### src/rtl/dividend_reconstructor_if.sv
// Handshake bundle for the dividend reconstructor: operand input channel,
// result output channel and a busy indication.
interface dividend_reconstructor_if #(
    parameter int unsigned WIDTH = 8
);
    logic                 in_valid;
    logic                 in_ready;
    logic [WIDTH-1:0]     quotient;
    logic [WIDTH-1:0]     divisor;
    logic [WIDTH-1:0]     remainder;
    logic                 out_valid;
    logic                 out_ready;
    logic [2*WIDTH-1:0]   dividend;
    logic                 rem_err;
    logic                 busy;

    modport master (
        output in_valid, quotient, divisor, remainder, out_ready,
        input  in_ready, out_valid, dividend, rem_err, busy
    );

    modport slave (
        input  in_valid, quotient, divisor, remainder, out_ready,
        output in_ready, out_valid, dividend, rem_err, busy
    );
endinterface

### src/rtl/dividend_reconstructor.sv
// Sequential shift-add multiply-accumulate rebuilding dividend = Q*D + R,
// one partial product per clock, and flagging remainders with R >= D.
module dividend_reconstructor #(
    parameter int unsigned WIDTH = 8
) (
    input logic                    clk,
    input logic                    rst,
    dividend_reconstructor_if.slave bus
);
    localparam int unsigned CntW = (WIDTH > 1) ? $clog2(WIDTH) : 1;

    typedef enum logic [1:0] {StIdle, StMul, StDone} state_t;

    state_t               state_q;
    logic [WIDTH-1:0]     div_q;
    logic [WIDTH:0]       acc_hi_q;
    logic [WIDTH-1:0]     acc_lo_q;
    logic [CntW-1:0]      cnt_q;
    logic                 in_ready_q;
    logic                 out_valid_q;
    logic                 busy_q;
    logic                 rem_err_q;
    logic [2*WIDTH-1:0]   dividend_q;

    logic [WIDTH:0]       sum;
    logic [2*WIDTH:0]     shifted;

    // Carry of the partial-product add lands in sum[WIDTH] and shifts down next step.
    always_comb begin
        sum     = acc_hi_q + (acc_lo_q[0] ? {1'b0, div_q} : {(WIDTH+1){1'b0}});
        shifted = {sum, acc_lo_q} >> 1;
    end

    always_ff @(posedge clk) begin
        if (rst) begin
            state_q     <= StIdle;
            div_q       <= '0;
            acc_hi_q    <= '0;
            acc_lo_q    <= '0;
            cnt_q       <= '0;
            in_ready_q  <= 1'b1;
            out_valid_q <= 1'b0;
            busy_q      <= 1'b0;
            rem_err_q   <= 1'b0;
            dividend_q  <= '0;
        end else begin
            unique case (state_q)
                StIdle: begin
                    if (bus.in_valid && in_ready_q) begin
                        div_q      <= bus.divisor;
                        acc_hi_q   <= {1'b0, bus.remainder};
                        acc_lo_q   <= bus.quotient;
                        rem_err_q  <= (bus.remainder >= bus.divisor);
                        cnt_q      <= '0;
                        in_ready_q <= 1'b0;
                        busy_q     <= 1'b1;
                        state_q    <= StMul;
                    end
                end
                StMul: begin
                    acc_hi_q <= shifted[2*WIDTH:WIDTH];
                    acc_lo_q <= shifted[WIDTH-1:0];
                    cnt_q    <= cnt_q + 1'b1;
                    if (cnt_q == CntW'(WIDTH - 1)) begin
                        dividend_q  <= shifted[2*WIDTH-1:0];
                        out_valid_q <= 1'b1;
                        state_q     <= StDone;
                    end
                end
                StDone: begin
                    if (bus.out_ready) begin
                        out_valid_q <= 1'b0;
                        in_ready_q  <= 1'b1;
                        busy_q      <= 1'b0;
                        state_q     <= StIdle;
                    end
                end
                default: state_q <= StIdle;
            endcase
        end
    end

    assign bus.in_ready  = in_ready_q;
    assign bus.out_valid = out_valid_q;
    assign bus.busy      = busy_q;
    assign bus.rem_err   = rem_err_q;
    assign bus.dividend  = dividend_q;
endmodule

### src/flat_wrapper.sv
// flat-port wrapper written by rule: the top's interface ports become plain ports
module dividend_reconstructor_flat 
#(
    parameter int unsigned WIDTH = 8
)
  (clk, rst, bus_in_valid, bus_quotient, bus_divisor, bus_remainder, bus_out_ready, bus_in_ready, bus_out_valid, bus_dividend, bus_rem_err, bus_busy);
  dividend_reconstructor_if #(.WIDTH(WIDTH)) bus_i ();
  input logic clk;
  input logic rst;
  input wire logic [$bits(bus_i.in_valid)-1:0] bus_in_valid;
  input wire logic [$bits(bus_i.quotient)-1:0] bus_quotient;
  input wire logic [$bits(bus_i.divisor)-1:0] bus_divisor;
  input wire logic [$bits(bus_i.remainder)-1:0] bus_remainder;
  input wire logic [$bits(bus_i.out_ready)-1:0] bus_out_ready;
  output wire logic [$bits(bus_i.in_ready)-1:0] bus_in_ready;
  output wire logic [$bits(bus_i.out_valid)-1:0] bus_out_valid;
  output wire logic [$bits(bus_i.dividend)-1:0] bus_dividend;
  output wire logic [$bits(bus_i.rem_err)-1:0] bus_rem_err;
  output wire logic [$bits(bus_i.busy)-1:0] bus_busy;
  assign bus_i.in_valid = bus_in_valid;
  assign bus_i.quotient = bus_quotient;
  assign bus_i.divisor = bus_divisor;
  assign bus_i.remainder = bus_remainder;
  assign bus_i.out_ready = bus_out_ready;
  assign bus_in_ready = bus_i.in_ready;
  assign bus_out_valid = bus_i.out_valid;
  assign bus_dividend = bus_i.dividend;
  assign bus_rem_err = bus_i.rem_err;
  assign bus_busy = bus_i.busy;
  dividend_reconstructor #(.WIDTH(WIDTH)) u_core (.clk(clk), .rst(rst), .bus(bus_i));
endmodule
### config.mk
export PLATFORM = sky130hd
export DESIGN_NAME = dividend_reconstructor_flat
export DESIGN_NICKNAME = d
export VERILOG_FILES = /design/src/rtl/dividend_reconstructor_if.sv /design/src/rtl/dividend_reconstructor.sv /design/src/flat_wrapper.sv
export SDC_FILE = /design/constraint.sdc
export NUM_CORES = 1
export LEC_CHECK = 0
export CORE_MARGIN = 5
export CORE_UTILIZATION = 52
export CTS_CLUSTER_DIAMETER = 200
export DETAILED_ROUTE_END_ITERATION = 10
export MAX_ROUTING_LAYER = met4
export PLACE_DENSITY = 0.83
export SLEW_MARGIN = 20
export SYNTH_ARGS = -nofsm -noshare
export SYNTH_HDL_FRONTEND = slang
export SYNTH_SLANG_ARGS = --single-unit
### constraint.sdc
create_clock -name clk -period 2.5 [get_ports clk]
set_input_delay 0.75 -clock clk [delete_from_list [all_inputs] [get_ports clk]]
set_output_delay 0.75 -clock clk [all_outputs]
set_load 0.01 [all_outputs]
### After elaboration in Yosys (flattened, before gate mapping)

Cells that the tools add are included.

| operators by class | value |
|---|---|
| $mul | 0 |
| div/mod/pow operators | 0 |
| reduce and logical (&&, ||, !) cells | 11 |
| add/sub/neg operators | 2 |
| magnitude comparators | 1 |
| muxes and demuxes | 19 |
| bitwise gates (word level) | 0 |
| equality and inequality tests | 6 |
| shifts and indexed selects | 0 |

Operators by type and width:

| cell | count |
|---|---|
| $pmux 9 s2 | 1 |
| $mux 8 | 2 |
| $pmux 8 s2 | 1 |
| $add 9x9->9 | 1 |
| $mux 9 | 1 |
| $reduce_and 3->1 | 3 |
| $ge 8x8->1 | 1 |
| $mux 2 | 3 |
| $pmux 1 s2 | 3 |
| $pmux 2 s3 | 1 |
| $pmux 3 s2 | 1 |
| $reduce_and 2->1 | 3 |
| $reduce_bool 2->1 | 3 |
| $mux 1 | 5 |
| $ne 2x1->1 const B | 2 |
| $add 3x1->3 const B | 1 |
| $eq 3x3->1 const B | 1 |
| $mux 3 | 1 |
| $eq 2x1->1 const B | 1 |
| $eq 2x2->1 const B | 1 |
| $logic_not 2->1 | 1 |
| $ne 2x2->1 const B | 1 |
| $logic_and 1x1->1 | 1 |

| word-level totals | value |
|---|---|
| output and inout port bits | 20 |
| register bits | 50 |
| bits in latches | 0 |
| memory bits (writable) | 0 |
| input bits | 28 |
| ROM bits | 0 |
| memories kept | 0 |

### Logic depth before layout (Yosys ltp)

Gate-level depths: netlist of run 1.

| depth | value |
|---|---|
| depth after elaboration | 3 |
| gate-level depth with buffers | 9 |
| gate-level depth less buffers | 9 |

### Worst setup path after synthesis of run 1

Ideal clock, no wire load.

| timing path | value |
|---|---|
| kind | register -> register |
| start | reg u_core.acc_lo_q[0] |
| end | reg u_core.acc_hi_q[5] |
| path buffers | 0 |
| cell stages (with the launch flop) | 10 |
| clock period less this slack | 1.895 ns |
| setup time | 0.086 ns |
| arrival time | 1.809 ns |
| path slack | 0.605 ns |
| required time | 2.414 ns |
| cell sequence | dfxtp_1 -> and2_1 -> ha_1 -> inv_1 -> fa_1 -> nand2b_1 -> a21oi_1 -> a211oi_1 -> xor2_1 -> a211oi_1 |

| on the way | value |
|---|---|
| longest elaborated chain between the ends | 3 |

Ends and longest elaborated chain:

| element | RTL line | text |
|---|---|---|
| from (decl) | dividend_reconstructor.sv:17 | `logic [WIDTH-1:0] acc_lo_q;` |
| from (signal assigned) | dividend_reconstructor.sv:52 | `acc_lo_q <= bus.quotient;` |
| from (signal assigned) | dividend_reconstructor.sv:62 | `acc_lo_q <= shifted[WIDTH-1:0];` |
| $mux 8 | dividend_reconstructor.sv:30 | `sum = acc_hi_q + (acc_lo_q[0] ? {1'b0, div_q} : {(WIDTH+1){1'b0}});` |
| $add 9x9->9 | dividend_reconstructor.sv:30 |  |
| $pmux 9 s2 | dividend_reconstructor.sv:47 | `unique case (state_q)` |
| to (signal assigned) | dividend_reconstructor.sv:51 | `acc_hi_q <= {1'b0, bus.remainder};` |
| to (signal assigned) | dividend_reconstructor.sv:61 | `acc_hi_q <= shifted[2*WIDTH:WIDTH];` |
| to (decl) | dividend_reconstructor.sv:16 | `logic [WIDTH:0] acc_hi_q;` |

No other way between the ends.
A chain may end at the register's enable or synchronous reset.

### Worst setup path in the final report of run 1

Ends and elaborated chain as after synthesis.

==> results of run 1 <==
## power groups by stage
stage          Combinational (W)  Clock, W  Sequential (W)
4_1_cts                 0.000305  0.000476        0.000858
5_1_grt                 0.000343  0.000512        0.000864
3_3_place_gp            0.000295         0        0.000875
2_1_floorplan           0.000197         0        0.000869
6_report                0.000304  0.000465        0.000858
3_5_place_dp            0.000304         0        0.000876
## worst paths after layout
check                                            start                      to  cells after the start
worst max-delay path                u_core.acc_lo_q[0]      u_core.acc_hi_q[5]                      9
worst min-delay path            u_core.bus.dividend[0]  u_core.bus.dividend[0]                      2
worst max register to register      u_core.acc_lo_q[0]      u_core.acc_hi_q[5]                      9
worst min register to register  u_core.bus.dividend[0]  u_core.bus.dividend[0]                      2
## sequential cells by signal (all words and copies together) (netlist names)
register and count:
u_core.acc_hi_q 8, u_core.acc_lo_q 8, u_core.bus.busy 1, u_core.bus.dividend 16
u_core.bus.in_ready 1, u_core.bus.out_valid 1, u_core.bus.rem_err 1, u_core.cnt_q 3
u_core.div_q 8, u_core.state_q 2
## worst reg2reg max path: stages (launching register included)
cell	delay (ns)
dfxtp_1	0.49
and2_1	0.20
ha_1	0.17
inv_1	0.06
fa_1	0.39
nand2b_1	0.19
a21oi_1	0.16
a211oi_1	0.09
xor2_1	0.18
a211oi_1	0.25
## metal layers
| layer | up-vias | GRT usage (%) | routed length [um] |
|---|---|---|---|
| li1 | 1153 | - | - |
| met1 | 1058 | 23.95 | 2455 |
| met2 | 47 | 31.80 | 2861 |
| met3 | 13 | 3.612 | 191 |
| met4 | 0 | 7.601 | 121 |
| met5 | - | - | 0 |
## cell usage in the layout (no fill, tap or decap), types with 4 or more instances in the layout
cell | netlist | final
a211oi_1 | 10 | 10
a21oi_1 | 32 | 32
a311oi_1 | 8 | 8
and2_1 | 7 | 7
and3_1 | 5 | 5
buf_4 | 0 | 10
clkbuf_8 | 0 | 6
clkdlybuf4s50_1 | 0 | 47
dfxtp_1 | 49 | 49
ha_1 | 18 | 18
inv_1 | 13 | 13
nand2_1 | 70 | 70
nand2b_1 | 4 | 4
nor2_1 | 24 | 24
nor2b_1 | 5 | 5
o21ai_0 | 7 | 7
## area by class of cell
type | instances | area share (%)
Multi-Input combinational cell | 231 | 44.70
Inverter | 13 | 1.543
Timing Repair Buffer | 57 | 17.25
Clock inverter | 1 | 0.2373
Sequential cell | 49 | 31.01
Tap cell | 67 | 2.650
Clock buffer | 6 | 2.611
## metrics by stage
stage	util, %	area (um2)	cells	hold WS, ns
after floorplan	-	2531	311	0.4317
after global placement	65.06	3073	417	0.4431
after detailed placement	65.06	3073	417	0.4475
after CTS	66.97	3163	424	0.4595
after global routing	66.97	3163	424	0.4798
final	66.97	3163	424	0.4566
## logic make-up (layout without fill, tap and decap cells)
family | Yosys count | count (layout)
AOI/OAI and AO/OA | 71 | 71
xor gates and xnor gates | 5 | 5
adders and majority gates | 19 | 19
buffers and inverters | 31 | 77
DFF | 49 | 49
muxes | 1 | 1
and+or+nand+nor | 135 | 135
==> run metrics, run 1 <==
status completed; FF+latch area 980.9 um2; RSZ-0062 raised after global routing false; clock transition at the registers of the reported paths ~0.08 ns; Post-DP HPWL roughly 4300 um; Distinct cells, synth 47; CP Capture Type flop; Slew Limit Fails 0; Gate power share between 10% and 20%; TritonCTS sink count 49; ratio of final minimum period to clock period about 90%; Post-Syn Area 2531 um2; CTS Buf Count 5; CP cell instances and2_1 > ha_1 > inv_1 > fa_1 > nand2b_1 > a21oi_1 > a211oi_1 > xor2_1 > a211oi_1; Setup WS pre-CTS 0.08867 ns; most frequent cell after synthesis nand2_1; crit path max fanout 9; # fillers a little under 400; clk root buf clkbuf_8; syn nets about 360; final layout net count 404; I/O pins 48; CP bufs+invs 1; Synth Flop Type dfxtp_1; post_cts resized 0; Crit Path Class reg -> reg; leak pwr approximately 1.2 nW; final wirelength around 5600 um; Clock Skew 0.01049 ns; Highest Clock Rate 443.2 MHz; clk_lat worst skew ~0.3 ns; Required @ worst endpoint between 2 and 3 ns; Clock Power Share about 29%; top cell type's share of synthesized area around two fifths; post-route ant nets 0; final hold violation count 0; setup slack after layout roughly 0.24 ns; switching power ~0.00044 W; Die Area between 6000 and 7000 um2; Compound-Gate Fraction of Synth Area a little under a fifth; die span in x 79.77 um; via-per-instance ratio 5.356; Post-Synth XOR/XNOR Area 1.730%; setup slack, reg-to-reg ~0.24 ns; largest net degree at the start of global routing 21; leading area contributor after synthesis dfxtp_1; mux cell area share after synthesis less than 1%; time the worst path needs with I/O delays and setup 2.256 ns; hold_buf cts 0; startpoint types flop; total track usage between 15 and 20%; via count 2271; biggest cell delay along the critical path 0.49 ns; total power approximately 0.0016 W; slew at the pin closest to its max-slew limit approximately 0.57 ns; Async S/R FF share, synth 0%; Min-Delay Path Class reg -> reg; initial antenna violation count 0; Clock H-tree levels 2; WL/cell 13.28 um; first-pass GRT wire length ~9700 um; Pint ~0.0012 W; CTS tree yes; clk buf depth 2; # setup viols final 0; post-synthesis simple-gate area fraction roughly a quarter; Pwr Density between 500 and 600 nW/um2; Synth top cells by count nand2_1, dfxtp_1, a21oi_1, nor2_1, ha_1; total grt overflow 0; Cell Rows 25; syn avg cell area slightly above 8 um2; multi-input combinational cell area around 1400 um2; combinational family with the most area after synthesis simple AND/OR/NAND/NOR gates; cell family with most CP delay adder cells; # Max-Cap Violations 0; CP most frequent cell a211oi_1; antenna diode count 0; port bufs 47; Seq/Total Area, Yosys 38.75%; maximum VDD drop between 0.0003 and 0.0004 V; Worst path slowest cell dfxtp_1; Initial DRT Pass Iterations 4; DRT iter0 DRCs 130; setup tns final 0 ns; height of the die 79.77 um; relative slew slack between 60 and 70%; Setup Buffers After CTS 0; Syn Inst Count just over 300; DRC errors left 0; CORE AREA ~4700 um2; Initial Util 53.59%; vias in the first global route between 2000 and 2500; synthesis warning total 0; FF+latch count, synth 49; CP arrival 2.47 ns; share of layout cells above drive strength 1 under 10%; number of synthesized flops with an enable pin 0; Sw Share approximately 27%; Synth Area in Adders 9.689%; sequential share of power about 53%; Layout area overhead 24.96%; GPL Wtd Cong between 0.9 and 1; top post-synthesis cells by area dfxtp_1, nand2_1, ha_1
No activity file was read; power rests on OpenSTA's default activity.
==> inputs of run 2 (changes only) <==
--- a/config.mk
+++ b/config.mk
@@ -5,7 +5,7 @@
 export SDC_FILE = /design/constraint.sdc
 export NUM_CORES = 1
 export LEC_CHECK = 0
-export CORE_MARGIN = 5
+export CORE_MARGIN = 10
 export CORE_UTILIZATION = 52
 export CTS_CLUSTER_DIAMETER = 200
 export DETAILED_ROUTE_END_ITERATION = 10
==> run 2 against run 1 <==
Sequential share of layout area decreased by 0.28 points. First-iteration DRC count decreased by 19%. Cell count decreased by 0.24%. Clock skew decreased by 0.0024 ns. Final area increased by 0.91%. Power increased by 12%. Register-to-register slack about the same. Via count decreased by 2.1%. Clock power increased by 43%. Combinational power about the same. Routed wire length increased by 4.4%.
==> run metrics, run 2 (synthesis gave the netlist of run 1 again) <==
status completed (unchanged); Required @ worst endpoint 2.72 ns (was 2.71 ns); antenna diode count 0 (unchanged); setup slack after layout 0.2388 ns (was 0.2436 ns); CP bufs+invs 1 (unchanged); WL/cell 13.90 um (was 13.28 um); Setup WS pre-CTS 0.09099 ns (was 0.08867 ns); # Max-Cap Violations 0 (unchanged); Min-Delay Path Class reg -> reg (unchanged); CORE AREA 4723 um2 (unchanged); largest net degree at the start of global routing 37 (was 21); via-per-instance ratio 5.258 (was 5.356); FF+latch area 980.9 um2 (unchanged); final wirelength 5880 um (was 5630 um); clk root buf clkbuf_8 (unchanged); RSZ-0062 raised after global routing false (unchanged); total power 0.001827 W (was 0.001627 W); Clock H-tree levels 2 (unchanged); maximum VDD drop 0.0004323 V (was 0.0003094 V); reg-to-reg endpoint u_core.bus.dividend[13] (was u_core.acc_hi_q[5]); CTS Buf Count 5 (unchanged); CTS tree yes (unchanged); Hold Startpoint u_core.div_q[3] (was u_core.bus.dividend[0]); R2R depth 9 (unchanged); TritonCTS sink count 49 (unchanged); cell family with most CP delay adder cells (unchanged); crit path max fanout 9 (unchanged); clk buf depth 2 (unchanged); hold_buf cts 0 (unchanged); Sw Share 25.11% (was 26.81%); Hold Crit Depth 2 (unchanged); setup slack, reg-to-reg 0.24 ns (about the same); relative slew slack 50.53% (was 62.16%); via count 2224 (was 2271); port bufs 47 (unchanged); Crit Path Class reg -> reg (unchanged); Initial Util 53.59% (unchanged); total track usage 14.90% (was 19.49%); Pwr Density 572.4 nW/um2 (was 514.3 nW/um2); Initial DRT Pass Iterations 4 (unchanged); Die Area 8059 um2 (was 6363 um2); # setup viols final 0 (unchanged); CP Capture Type flop (unchanged); DRT iter0 DRCs 105 (was 130); die span in x 89.77 um (was 79.77 um); clk_lat worst skew 0.30 ns (about the same); Worst path slowest cell dfxtp_1 (unchanged); GPL Wtd Cong 0.9113 (was 0.9474); Gate power share 16.6% (was 18.7%); DRC errors left 0 (unchanged); CP cell instances and2_1 > ha_1 > inv_1 > fa_1 > nand2b_1 > a21oi_1 > a211oi_1 > xor2_1 > o31ai_1 (was and2_1 > ha_1 > inv_1 > fa_1 > nand2b_1 > a21oi_1 > a211oi_1 > xor2_1 > a211oi_1); switching power 0.0004588 W (was 0.0004361 W); commonest cells after routing, fill and taps aside nand2_1, dfxtp_1, clkdlybuf4s50_1 (unchanged); vias in the first global route 2148 (was 2155); Cell Rows 25 (unchanged); ratio of final minimum period to clock period 90.45% (was 90.26%); final layout net count 402 (was 404); post-route ant nets 0 (unchanged); initial antenna violation count 0 (unchanged); biggest cell delay along the critical path 0.51 ns (was 0.49 ns); max reg flops 16 (unchanged); Clock Power Share 36.3% (was 28.6%); total grt overflow 0 (unchanged); Slew Limit Fails 0 (unchanged); I/O pins 48 (unchanged); commonest non-fill, non-tap cell in the layout nand2_1 (unchanged); height of the die 89.77 um (was 79.77 um); Clock Skew 0.008105 ns (was 0.01049 ns); final hold violation count 0 (unchanged); Setup Buffers After CTS 0 (unchanged); launch point of the worst reg-to-reg path u_core.acc_lo_q[0] (unchanged); time the worst path needs with I/O delays and setup 2.261 ns (was 2.256 ns); Hold Path End u_core.div_q[3] (was u_core.bus.dividend[0]); Cells after DPL 415 (was 417); clock transition at the registers of the reported paths 0.09 ns (was 0.08 ns); setup tns final 0 ns (unchanged); Layout area overhead 26.10% (was 24.96%); slew at the pin closest to its max-slew limit 0.7417 ns (was 0.5676 ns); Pint 0.001368 W (was 0.001191 W); Post-DP HPWL 4511 um (was 4349 um); sequential share of power 47.0% (was 52.8%); # fillers 393 (was 386); multi-input combinational cell area 1414 um2 (unchanged); startpoint types flop (unchanged); Non-Filler Instances 423 (was 424); leak pwr 1.243 nW (was 1.229 nW); first-pass GRT wire length 10070 um (was 9673 um); post_cts resized 0 (unchanged); Highest Clock Rate 442.3 MHz (was 443.2 MHz); CP arrival 2.48 ns (was 2.47 ns); share of layout cells above drive strength 1 7.022% (was 7.283%)
## run 2: worst max path at each step
stage               slack [ns]                       to  cells past startpoint          startpoint
floorplan                 0.61       u_core.acc_hi_q[5]                      9  u_core.acc_lo_q[0]
global placement          0.12       u_core.bus.rem_err                      5        bus_in_valid
detailed placement        0.09       u_core.bus.rem_err                      5        bus_in_valid
CTS                       0.24  u_core.bus.dividend[15]                      9  u_core.acc_lo_q[0]
global route              0.13  u_core.bus.dividend[13]                      9  u_core.acc_lo_q[0]
finish                    0.24  u_core.bus.dividend[13]                      9  u_core.acc_lo_q[0]
## run 2: layout make-up
cell class	instances	area share [%]
Clock inverter	3	2.038
Tap cell	67	2.626
Timing Repair Buffer	55	16.62
Multi-Input combinational cell	231	44.30
Inverter	13	1.529
Clock buffer	5	2.156
Sequential cell	49	30.73
## run 2: per-stage QoR
| stage | util, % | hold WS, ns | cell area, um2 |
|---|---|---|---|
| global placement | 64.74 | 0.4395 | 3058 |
| global route | 67.58 | 0.4817 | 3192 |
| floorplan | - | 0.4317 | 2531 |
| detailed placement | 64.74 | 0.4478 | 3058 |
| finish | 67.58 | 0.4590 | 3192 |
| CTS | 67.58 | 0.4602 | 3192 |
## run 2: power by group through the flow
stage | sequential, W | clock, W | combinational [W]
global route | 0.000865 | 0.000691 | 0.000340
floorplan | 0.000869 | 0 | 0.000197
global placement | 0.000876 | 0 | 0.000296
finish | 0.000859 | 0.000664 | 0.000304
detailed placement | 0.000876 | 0 | 0.000302
CTS | 0.000859 | 0.000666 | 0.000304
## run 2: tightest hold or removal path, stage by stage (launching register included)
cell and delay [ns]:
dfxtp_1 0.32, nand2_1 0.05, a21oi_1 0.05
## run 2: layer usage
metal | vias to the layer above | wire [um] | GRT usage [%]
met3 | 9 | 185 | 2.494
li1 | 1155 | - | -
met2 | 36 | 2977 | 24.70
met1 | 1024 | 2624 | 17.71
met5 | - | 0 | -
met4 | 0 | 92 | 5.391
